$ cat config.mk
export PLATFORM = sky130hd
export DESIGN_NAME = sim_halt_monitor
export DESIGN_NICKNAME = d
export VERILOG_FILES = /design/src/rtl/sim_halt_monitor.sv
export SDC_FILE = /design/constraint.sdc
export NUM_CORES = 1
export LEC_CHECK = 0
export CAP_MARGIN = 10
export CORE_MARGIN = 4
export CORE_UTILIZATION = 65
export CTS_CLUSTER_DIAMETER = 30
export DETAILED_ROUTE_END_ITERATION = 8
export DONT_BUFFER_PORTS = 1
export PLACE_DENSITY = 0.89
export SETUP_SLACK_MARGIN = 0.05
export SKIP_LAST_GASP = 1
export SLEW_MARGIN = 20
export SYNTH_ARGS = -nofsm -noshare
export SYNTH_HDL_FRONTEND = slang
export SYNTH_SLANG_ARGS = --single-unit
export TNS_END_PERCENT = 50
$ cat constraint.sdc
create_clock -name clk_i -period 5.4 [get_ports clk_i]
set_input_delay 1.35 -clock clk_i [delete_from_list [all_inputs] [get_ports clk_i]]
set_output_delay 1.35 -clock clk_i [all_outputs]
set_load 0.01 [all_outputs]
$ cat src/rtl/sim_halt_monitor.sv
// sim_halt_monitor: end-of-simulation controller for the RISC-V bench.
// Waits for a stable CPU halt, classifies the exit cause, runs an optional
// watchdog, and on a clean looping exit streams the signature region out
// of RAM word by word.
//
// Ports:
//   clk_i, rst_n_i            clock, async active-low reset
//   halted_i, looping_i       CPU halt status and pass-path indication
//   trap_mcause_i             one-hot trap cause (bit 3 = breakpoint)
//   sig_begin_i, sig_end_i    absolute signature bounds [begin, end)
//   mem_req_o/addr_o/ack_i/data_i  RAM read port (RAM-relative byte address)
//   sig_valid_o/data_o/ready_i     signature word stream
//   done_o, exit_code_o       sticky completion flag and exit cause
//   cycle_count_o             saturating cycle counter since reset
module sim_halt_monitor #(
  parameter int unsigned           ADDR_WIDTH     = 32,
  parameter int unsigned           DATA_WIDTH     = 32,
  parameter logic [ADDR_WIDTH-1:0] RAM_BEGIN_ADDR = ADDR_WIDTH'(32'h4000_0000),
  parameter int unsigned           DRAIN_CYCLES   = 4,
  parameter int unsigned           TIMEOUT_CYCLES = 0,
  parameter int unsigned           MAX_WORDS      = 4096
) (
  input  logic                  clk_i,
  input  logic                  rst_n_i,
  input  logic                  halted_i,
  input  logic                  looping_i,
  input  logic [31:0]           trap_mcause_i,
  input  logic [ADDR_WIDTH-1:0] sig_begin_i,
  input  logic [ADDR_WIDTH-1:0] sig_end_i,
  output logic                  mem_req_o,
  output logic [ADDR_WIDTH-1:0] mem_addr_o,
  input  logic                  mem_ack_i,
  input  logic [DATA_WIDTH-1:0] mem_data_i,
  output logic                  sig_valid_o,
  output logic [DATA_WIDTH-1:0] sig_data_o,
  input  logic                  sig_ready_i,
  output logic                  done_o,
  output logic [2:0]            exit_code_o,
  output logic [31:0]           cycle_count_o
);

  localparam int unsigned           W            = DATA_WIDTH / 8;
  localparam int unsigned           OFF_W        = $clog2(W);
  localparam logic [ADDR_WIDTH-1:0] ALIGN_MASK   = ADDR_WIDTH'(W - 1);
  localparam logic [ADDR_WIDTH-1:0] STEP         = ADDR_WIDTH'(W);
  localparam logic [ADDR_WIDTH-1:0] MAX_WORDS_A  = ADDR_WIDTH'(MAX_WORDS);
  localparam logic [31:0]           DRAIN_INIT   = 32'(DRAIN_CYCLES);
  localparam logic [31:0]           TIMEOUT_LAST = (TIMEOUT_CYCLES == 0) ? 32'd0
                                                   : 32'(TIMEOUT_CYCLES - 1);

  localparam logic [2:0] EXIT_PASS       = 3'd0;
  localparam logic [2:0] EXIT_BREAKPOINT = 3'd1;
  localparam logic [2:0] EXIT_EXCEPTION  = 3'd2;
  localparam logic [2:0] EXIT_TIMEOUT    = 3'd3;
  localparam logic [2:0] EXIT_BAD_RANGE  = 3'd4;

  typedef enum logic [2:0] {
    ST_RUN,
    ST_DRAIN,
    ST_CHECK,
    ST_FETCH,
    ST_EMIT,
    ST_DONE
  } state_e;

  state_e                state_q, state_d;
  logic [31:0]           drain_q, drain_d;
  logic [31:0]           cnt_q, cnt_d;
  logic [ADDR_WIDTH-1:0] addr_q, addr_d;
  logic [ADDR_WIDTH-1:0] end_q, end_d;
  logic                  req_q, req_d;
  logic                  valid_q, valid_d;
  logic [DATA_WIDTH-1:0] data_q, data_d;
  logic                  done_q, done_d;
  logic [2:0]            code_q, code_d;

  logic [ADDR_WIDTH-1:0] rel_b, rel_e, span, next_addr;
  logic                  bad_range;
  logic                  unused_mcause;

  // Only the breakpoint bit of mcause affects classification.
  assign unused_mcause = ^{trap_mcause_i[31:4], trap_mcause_i[2:0]};

  // Signature bounds relative to RAM base and their validity.
  always_comb begin
    rel_b     = sig_begin_i - RAM_BEGIN_ADDR;
    rel_e     = sig_end_i - RAM_BEGIN_ADDR;
    span      = rel_e - rel_b;
    bad_range = ((rel_b & ALIGN_MASK) != '0) ||
                ((rel_e & ALIGN_MASK) != '0) ||
                (sig_begin_i < RAM_BEGIN_ADDR) ||
                (rel_e < rel_b) ||
                ((span >> OFF_W) > MAX_WORDS_A);
  end

  assign next_addr = addr_q + STEP;

  // Next-state and registered-output logic.
  always_comb begin
    state_d = state_q;
    drain_d = drain_q;
    addr_d  = addr_q;
    end_d   = end_q;
    req_d   = req_q;
    valid_d = valid_q;
    data_d  = data_q;
    done_d  = done_q;
    code_d  = code_q;
    cnt_d   = (cnt_q == '1) ? cnt_q : cnt_q + 32'd1;

    case (state_q)
      ST_RUN: begin
        if (halted_i) begin
          if (DRAIN_CYCLES == 0) begin
            state_d = ST_CHECK;
          end else begin
            state_d = ST_DRAIN;
            drain_d = DRAIN_INIT;
          end
        end else if ((TIMEOUT_CYCLES != 0) && (cnt_d >= TIMEOUT_LAST)) begin
          // Fires on the edge where the counter becomes TIMEOUT_CYCLES-1,
          // or immediately on return from DRAIN if that point has passed.
          state_d = ST_DONE;
          done_d  = 1'b1;
          code_d  = EXIT_TIMEOUT;
        end
      end

      ST_DRAIN: begin
        if (!halted_i) begin
          state_d = ST_RUN;
        end else begin
          drain_d = drain_q - 32'd1;
          if (drain_q == 32'd1) begin
            state_d = ST_CHECK;
          end
        end
      end

      ST_CHECK: begin
        if (!looping_i) begin
          state_d = ST_DONE;
          done_d  = 1'b1;
          code_d  = trap_mcause_i[3] ? EXIT_BREAKPOINT : EXIT_EXCEPTION;
        end else if (bad_range) begin
          state_d = ST_DONE;
          done_d  = 1'b1;
          code_d  = EXIT_BAD_RANGE;
        end else if (rel_e == rel_b) begin
          state_d = ST_DONE;
          done_d  = 1'b1;
          code_d  = EXIT_PASS;
        end else begin
          state_d = ST_FETCH;
          addr_d  = rel_b;
          end_d   = rel_e;
          req_d   = 1'b1;
        end
      end

      ST_FETCH: begin
        if (mem_ack_i) begin
          state_d = ST_EMIT;
          data_d  = mem_data_i;
          req_d   = 1'b0;
          valid_d = 1'b1;
        end
      end

      ST_EMIT: begin
        if (sig_ready_i) begin
          valid_d = 1'b0;
          addr_d  = next_addr;
          if (next_addr == end_q) begin
            state_d = ST_DONE;
            done_d  = 1'b1;
            code_d  = EXIT_PASS;
          end else begin
            state_d = ST_FETCH;
            req_d   = 1'b1;
          end
        end
      end

      ST_DONE: begin
      end

      default: begin
        state_d = ST_RUN;
      end
    endcase
  end

  // State and output registers.
  always_ff @(posedge clk_i or negedge rst_n_i) begin
    if (!rst_n_i) begin
      state_q <= ST_RUN;
      drain_q <= '0;
      cnt_q   <= '0;
      addr_q  <= '0;
      end_q   <= '0;
      req_q   <= 1'b0;
      valid_q <= 1'b0;
      data_q  <= '0;
      done_q  <= 1'b0;
      code_q  <= '0;
    end else begin
      state_q <= state_d;
      drain_q <= drain_d;
      cnt_q   <= cnt_d;
      addr_q  <= addr_d;
      end_q   <= end_d;
      req_q   <= req_d;
      valid_q <= valid_d;
      data_q  <= data_d;
      done_q  <= done_d;
      code_q  <= code_d;
    end
  end

  assign mem_req_o     = req_q;
  assign mem_addr_o    = addr_q;
  assign sig_valid_o   = valid_q;
  assign sig_data_o    = data_q;
  assign done_o        = done_q;
  assign exit_code_o   = code_q;
  assign cycle_count_o = cnt_q;

endmodule

==> results of run 1 <==
-- stage by stage --
step / utilization, % / area (sq um) / cells
after detailed placement: 67.27 / 11640 / 1461
after global placement: 67.26 / 11630 / 1461
after global routing: 70.62 / 12220 / 1493
after CTS: 70.55 / 12200 / 1493
final: 70.62 / 12220 / 1493
after floorplan: - / 11430 / 1275
-- routing by layer --
layer	up-vias	global-route usage (%)	routed length [um]
met4	0	13.41	1307
li1	4601	-	-
met5	-	0	0
met3	98	10.72	4018
met1	4882	44.14	13300
met2	631	51.92	15720
-- worst paths after layout --
| path | startpoint | endpoint | slack (ps) | cells past startpoint |
|---|---|---|---|---|
| min | end_q[0] | end_q[0] | 530 | 1 |
| max | sig_begin_i[20] | mem_addr_o[30] | 560 | 13 |
| min reg2reg | end_q[0] | end_q[0] | 530 | 1 |
| min in group asynchronous | rst_n_i | mem_addr_o[4] | 610 | 0 |
| max in group asynchronous | rst_n_i | mem_addr_o[30] | 4500 | 0 |
| max reg2reg | mem_addr_o[7] | state_q[1] | 1180 | 10 |
-- state kept, by name, indices dropped and copies added (netlist names) --
signal and count:
mem_addr_o 32, end_q 32, sig_data_o 32, drain_q 32, cycle_count_o 32, done_o 1, sig_valid_o 1, exit_code_o 3
mem_req_o 1, state_q 3
-- cell usage after synthesis (6+ instances only) --
| library cell | number |
|---|---|
| a211oi_1 | 19 |
| a21o_1 | 9 |
| a21oi_1 | 63 |
| a221o_1 | 7 |
| a31oi_1 | 12 |
| and2_1 | 9 |
| and3_1 | 18 |
| and4_1 | 7 |
| buf_2 | 15 |
| clkbuf_1 | 38 |
| dfrtp_1 | 169 |
| ha_1 | 37 |
| inv_1 | 55 |
| mux2_2 | 66 |
| mux2i_1 | 16 |
| nand2_1 | 96 |
| nand2b_1 | 7 |
| nand3_1 | 38 |
| nand4_1 | 33 |
| nor2_1 | 118 |
| nor2b_1 | 14 |
| nor3_1 | 46 |
| nor4_1 | 25 |
| o211ai_1 | 12 |
| o21a_1 | 13 |
| o21ai_0 | 69 |
| o22ai_1 | 6 |
| o31ai_1 | 16 |
| or2_2 | 6 |
| or3_1 | 19 |
| or4_1 | 10 |
| xnor2_1 | 76 |
| xor2_1 | 39 |
-- cell families after synthesis --
family                   count (synthesis)  synth area share [%]
XOR/XNOR                               115                 8.808
AND/OR/NAND/NOR                        472                 21.32
AO/OA/AOI/OAI                          283                 16.54
adder cells (fa/ha/maj)                 37                 4.049
buffers and inverters                  116                 4.300
multiplexers                            83                 7.999
flip-flops                             169                 36.98
-- layout make-up --
cell class                 count  area share, %
clock inverter                14          1.127
sequential                   169          34.62
clock buffer                  18          3.513
inverter                      55          1.690
tap                          225          2.305
multi-input combinational    990          55.19
timing repair buffer          22          1.557
-- where the power goes --
| part | internal (mW) | switching (mW) | total (mW) | leakage [nW] |
|---|---|---|---|---|
| combinational | 0.673 | 0.961 | 1.63 | 2.80 |
| sequential | 1.57 | 0.531 | 2.10 | 2.21 |
| clock | 0.646 | 0.553 | 1.20 | 0.266 |
==> metrics.cfg, run 1 <==
[status]
status = complete, no violations

[timing]
worst_pin_slew_ps = 1059
rsz0062_at_grt = no
skew_ps = 8.538
whs_ps = 530.5
slew_violations = 0
setup_viol = 0
finalCritPeriodShare_pct = 89.61
hold_viol = 0
timing.final.ws_setup_ps = 561.0
min_period_ps = 4839
fin_setup_tns_ps = 0
fmax_ghz = 0.2067
max-slew-margin-rel_pct = 29.39

[detailed_routing]
antenna_left = 0
drcViolationCount = 0
viasPerCell = 6.840
wire_per_inst_um = 23.00
wl_um = 34340
detailroute.via_count = 10210
drt_iter0_markers = 1155
dr.pass1.iters = 6

[critical_path]
end_kind = flip-flop
crit_fanout = 9
cp_top_family = compound AO/OA/AOI/OAI gates
start_kind = input pin
crit_type = in2reg
cp_data_required_time_ps = 5760
critical_path_buf_inv_count = 2
worstPathCellList = inv_1 > ha_1 > a21oi_1 > o21ai_0 > or3_1 > a211oi_1 > o21ai_0 > a32oi_1 > nand4_1 > nor4_4 > buf_4 > mux2_2 > a21oi_1
arrival_ps = 5200
slowest_stage = or3_1
critical_path.max_stage_delay_ps = 480

[logic_synthesis]
synth-main-ff-cell = dfrtp_1
yosysTopAreaCell = dfrtp_1
syn_inst = 1275
synth_edf_count = 0
synth_nets = 1446
synth.avg_cell_area_sq_um = 8.968
yosys.area.top_type_share_pct = 36.98
synth.distinct_cells = 86
async_reset_ff_share_pct = 100.0
ys_ff_latch = 169
ys_top_cells_by_area = dfrtp_1, mux2_2, xnor2_1
syn_area_sq_um = 11430
ys_seq_area_share_pct = 36.98
yosysWarnings = 0

[global_routing]
grt_pass1_wl_um = 53060
antenna_found_initial = 1
first_global_vias = 9774
gr-total-overflow = 0
grt_usage_pct = 33.58
grt_max_degree = 170

[clock_network]
holdBufCountCts = 0
numCtsBuffers = 17
clk_path_buf_depth = 2
post_cts_buffers = 0
clkSinkCount = 169
h-tree-depth = 4
clk_pin_slew_ps = 60
cts_resized = 0
cts_tree = yes
clockRootBuffer = clkbuf_16
worstSkewPairLatency_ps = 430

[finish]
multi_input_area_sq_um = 6741
drive_gt1_share_pct = 12.07
layout_commonest_cell = dfrtp_1
fillers = 1277
area_growth_pct = 6.828
mostFrequentLayoutCells = dfrtp_1, nor2_1, nand2_1
seq_area_sq_um = 4229
fin_nets = 1426
diodes = 0

[power]
power.leakage_nw = 5.281
ir_worst_vdd_v = 0.0003235
totalPowerFinal_mw = 4.932
pwr_density_cell_nw_per_um2 = 403.7

[floorplan]
die_w_um = 140.6
num_io_pins = 236
die_h_um = 140.6
rows = 48
die_area_sq_um = 19780
core_area_sq_um = 17300
start_util_pct = 66.11

[min_path]
hold_path.class = reg2reg

[placement]
pre_cts_slack_ps = 214.8
gp_congestion = 1.019
hpwl_um = 25280
io_buffers = 0

[flow_run]
maxCapViolations = 0

Power figures use the tool's default switching activity.
==> run 2: changes to the inputs <==
--- a/config.mk
+++ b/config.mk
@@ -12,6 +12,7 @@
 export DETAILED_ROUTE_END_ITERATION = 8
 export DONT_BUFFER_PORTS = 1
 export PLACE_DENSITY = 0.89
+export RECOVER_POWER = 50
 export SETUP_SLACK_MARGIN = 0.05
 export SKIP_LAST_GASP = 1
 export SLEW_MARGIN = 20
==> metrics.cfg, run 2 (synthesis gave the netlist of run 1 again) <==
[detailed_routing]
drt_iter0_markers = 1155
dr.pass1.iters = 7
detailroute.via_count = 10200
wl_um = 34250
viasPerCell = 6.831
antenna_left = 0
wire_per_inst_um = 22.94
drcViolationCount = 0

[global_routing]
gr-total-overflow = 0
grt_max_degree = 170
met1_usage_pct = 44.14
grt_usage_pct = 33.58
antenna_found_initial = 1
top_usage_layer = met2
first_global_vias = 9774
grt_pass1_wl_um = 53060
use_met2_pct = 51.92
grtUsageMet3_pct = 10.72

[clock_network]
cts_tree = yes
clk_pin_slew_ps = 60
numCtsBuffers = 17
clkSinkCount = 169
clockRootBuffer = clkbuf_16
clk_path_buf_depth = 2
holdBufCountCts = 0
post_cts_buffers = 0
h-tree-depth = 4
cts_resized = 0
worstSkewPairLatency_ps = 430

[finish]
fillers = 1277
area_growth_pct = 6.828
drive_gt1_share_pct = 12.07
stdcell_count = 1493
layout_commonest_cell = dfrtp_1
design_area_sq_um = 12220
diodes = 0
fin_nets = 1426
mostFrequentLayoutCells = dfrtp_1, nor2_1, nand2_1

[floorplan]
num_io_pins = 236
die_h_um = 140.6
start_util_pct = 66.11
rows = 48
die_area_sq_um = 19780
die_w_um = 140.6
core_area_sq_um = 17300

[power]
pwr_density_cell_nw_per_um2 = 403.5
p_int_mw = 2.886
netSwitchingFraction_pct = 41.44
ir_worst_vdd_v = 0.0003221
clkPwrFrac_pct = 24.3
switching_power_mw = 2.043
p_seq_share_pct = 42.6
power.leakage_nw = 5.280
pwr-share-comb_pct = 33.2

[critical_path]
r2r_start = mem_addr_o[5]
setup.worst_path.start = sig_begin_i[20]
end_kind = flip-flop
worst-r2r-cell-count = 10
cp_data_required_time_ps = 5760
critical_path.max_stage_delay_ps = 480
crit_type = in2reg
reg2reg_to = state_q[1]
start_kind = input pin
slowest_stage = or3_1
cp-endpoint = mem_addr_o[30]
arrival_ps = 5190
ff2ff_setup_slack_ps = 1230
crit_fanout = 9
worstPathCellList = inv_1 > ha_1 > a21oi_1 > o21ai_0 > or3_1 > a211oi_1 > o21ai_0 > a32oi_1 > nand4_1 > nor4_4 > buf_4 > mux2_2 > a21oi_1

[timing]
worst_pin_slew_ps = 1059
finalCritPeriodShare_pct = 89.56
fin_setup_tns_ps = 0
max-slew-margin-rel_pct = 29.40
skew_ps = 7.934
slew_violations = 0
min_period_ps = 4836
hold_viol = 0
rsz0062_at_grt = no
setup_viol = 0
fmax_ghz = 0.2068

[status]
status = complete, no violations

[flow_run]
maxCapViolations = 0

[placement]
hpwl_um = 25280
dp.cells = 1461
placed_cell_area_sq_um = 11640
gp_congestion = 1.019
io_buffers = 0

[min_path]
hold_path.class = reg2reg

## run 2: cell types whose count changed in the layout (fill, tap and decap cells not counted)
cell | previous run | this run
and2_1 | 9 | 8
and2_0 | 0 | 1
## run 2: final cells by class
class	count	area, sq um	area share [%]
Timing Repair Buffer	22	190.2	1.557
Multi-Input combinational cell	990	6741	55.19
Clock inverter	14	137.6	1.127
Tap cell	225	281.5	2.305
Inverter	55	206.4	1.690
Clock buffer	18	429.2	3.513
Sequential cell	169	4229	34.62
## run 2: worst max-delay path: cells and delay by family
kind	cells	cell delay [ps]
AO/OA/AOI/OAI	6	1670
buffers and inverters	2	300
AND/OR/NAND/NOR	3	1090
multiplexers	1	350
adder cells (fa/ha/maj)	1	430
## run 2: metal layers
| metal | routed length, um | part of all wire [%] |
|---|---|---|
| met1 | 13180 | 38 |
| met2 | 15640 | 46 |
| met4 | 1330 | 3.9 |
| met5 | 0 | 0 |
| met3 | 4100 | 12 |
## run 2: how the worst min path moves through the flow
stage	start	to	slack (ps)	cells past startpoint
after floorplan	end_q[0]	end_q[0]	480	1
after global placement	end_q[0]	end_q[0]	500	1
after detailed placement	end_q[0]	end_q[0]	520	1
after CTS	end_q[27]	end_q[27]	530	1
after global routing	end_q[27]	end_q[27]	540	1
final	end_q[0]	end_q[0]	530	1
## run 2: power by group through the flow
stage / clock, mW / sequential (mW) / combinational [mW]
after floorplan: 0 / 1.90 / 1.32
after global placement: 0 / 2.07 / 1.49
after detailed placement: 0 / 2.09 / 1.56
after CTS: 1.20 / 2.08 / 1.60
after global routing: 1.25 / 2.13 / 1.77
final: 1.20 / 2.10 / 1.63
## run 2: metrics by stage
step           worst slack (ps)  hold slack (ps)  utilization [%]  power, mW
2_1_floorplan             794.9            483.9                -      3.216
3_3_place_gp              250.5            501.9            67.26      3.559
4_1_cts                   670.3            532.0            70.55      4.876
5_1_grt                   541.9            539.9            70.62      5.146
6_report                  563.6            530.5            70.62      4.929
3_5_place_dp              214.8            516.1            67.27      3.653
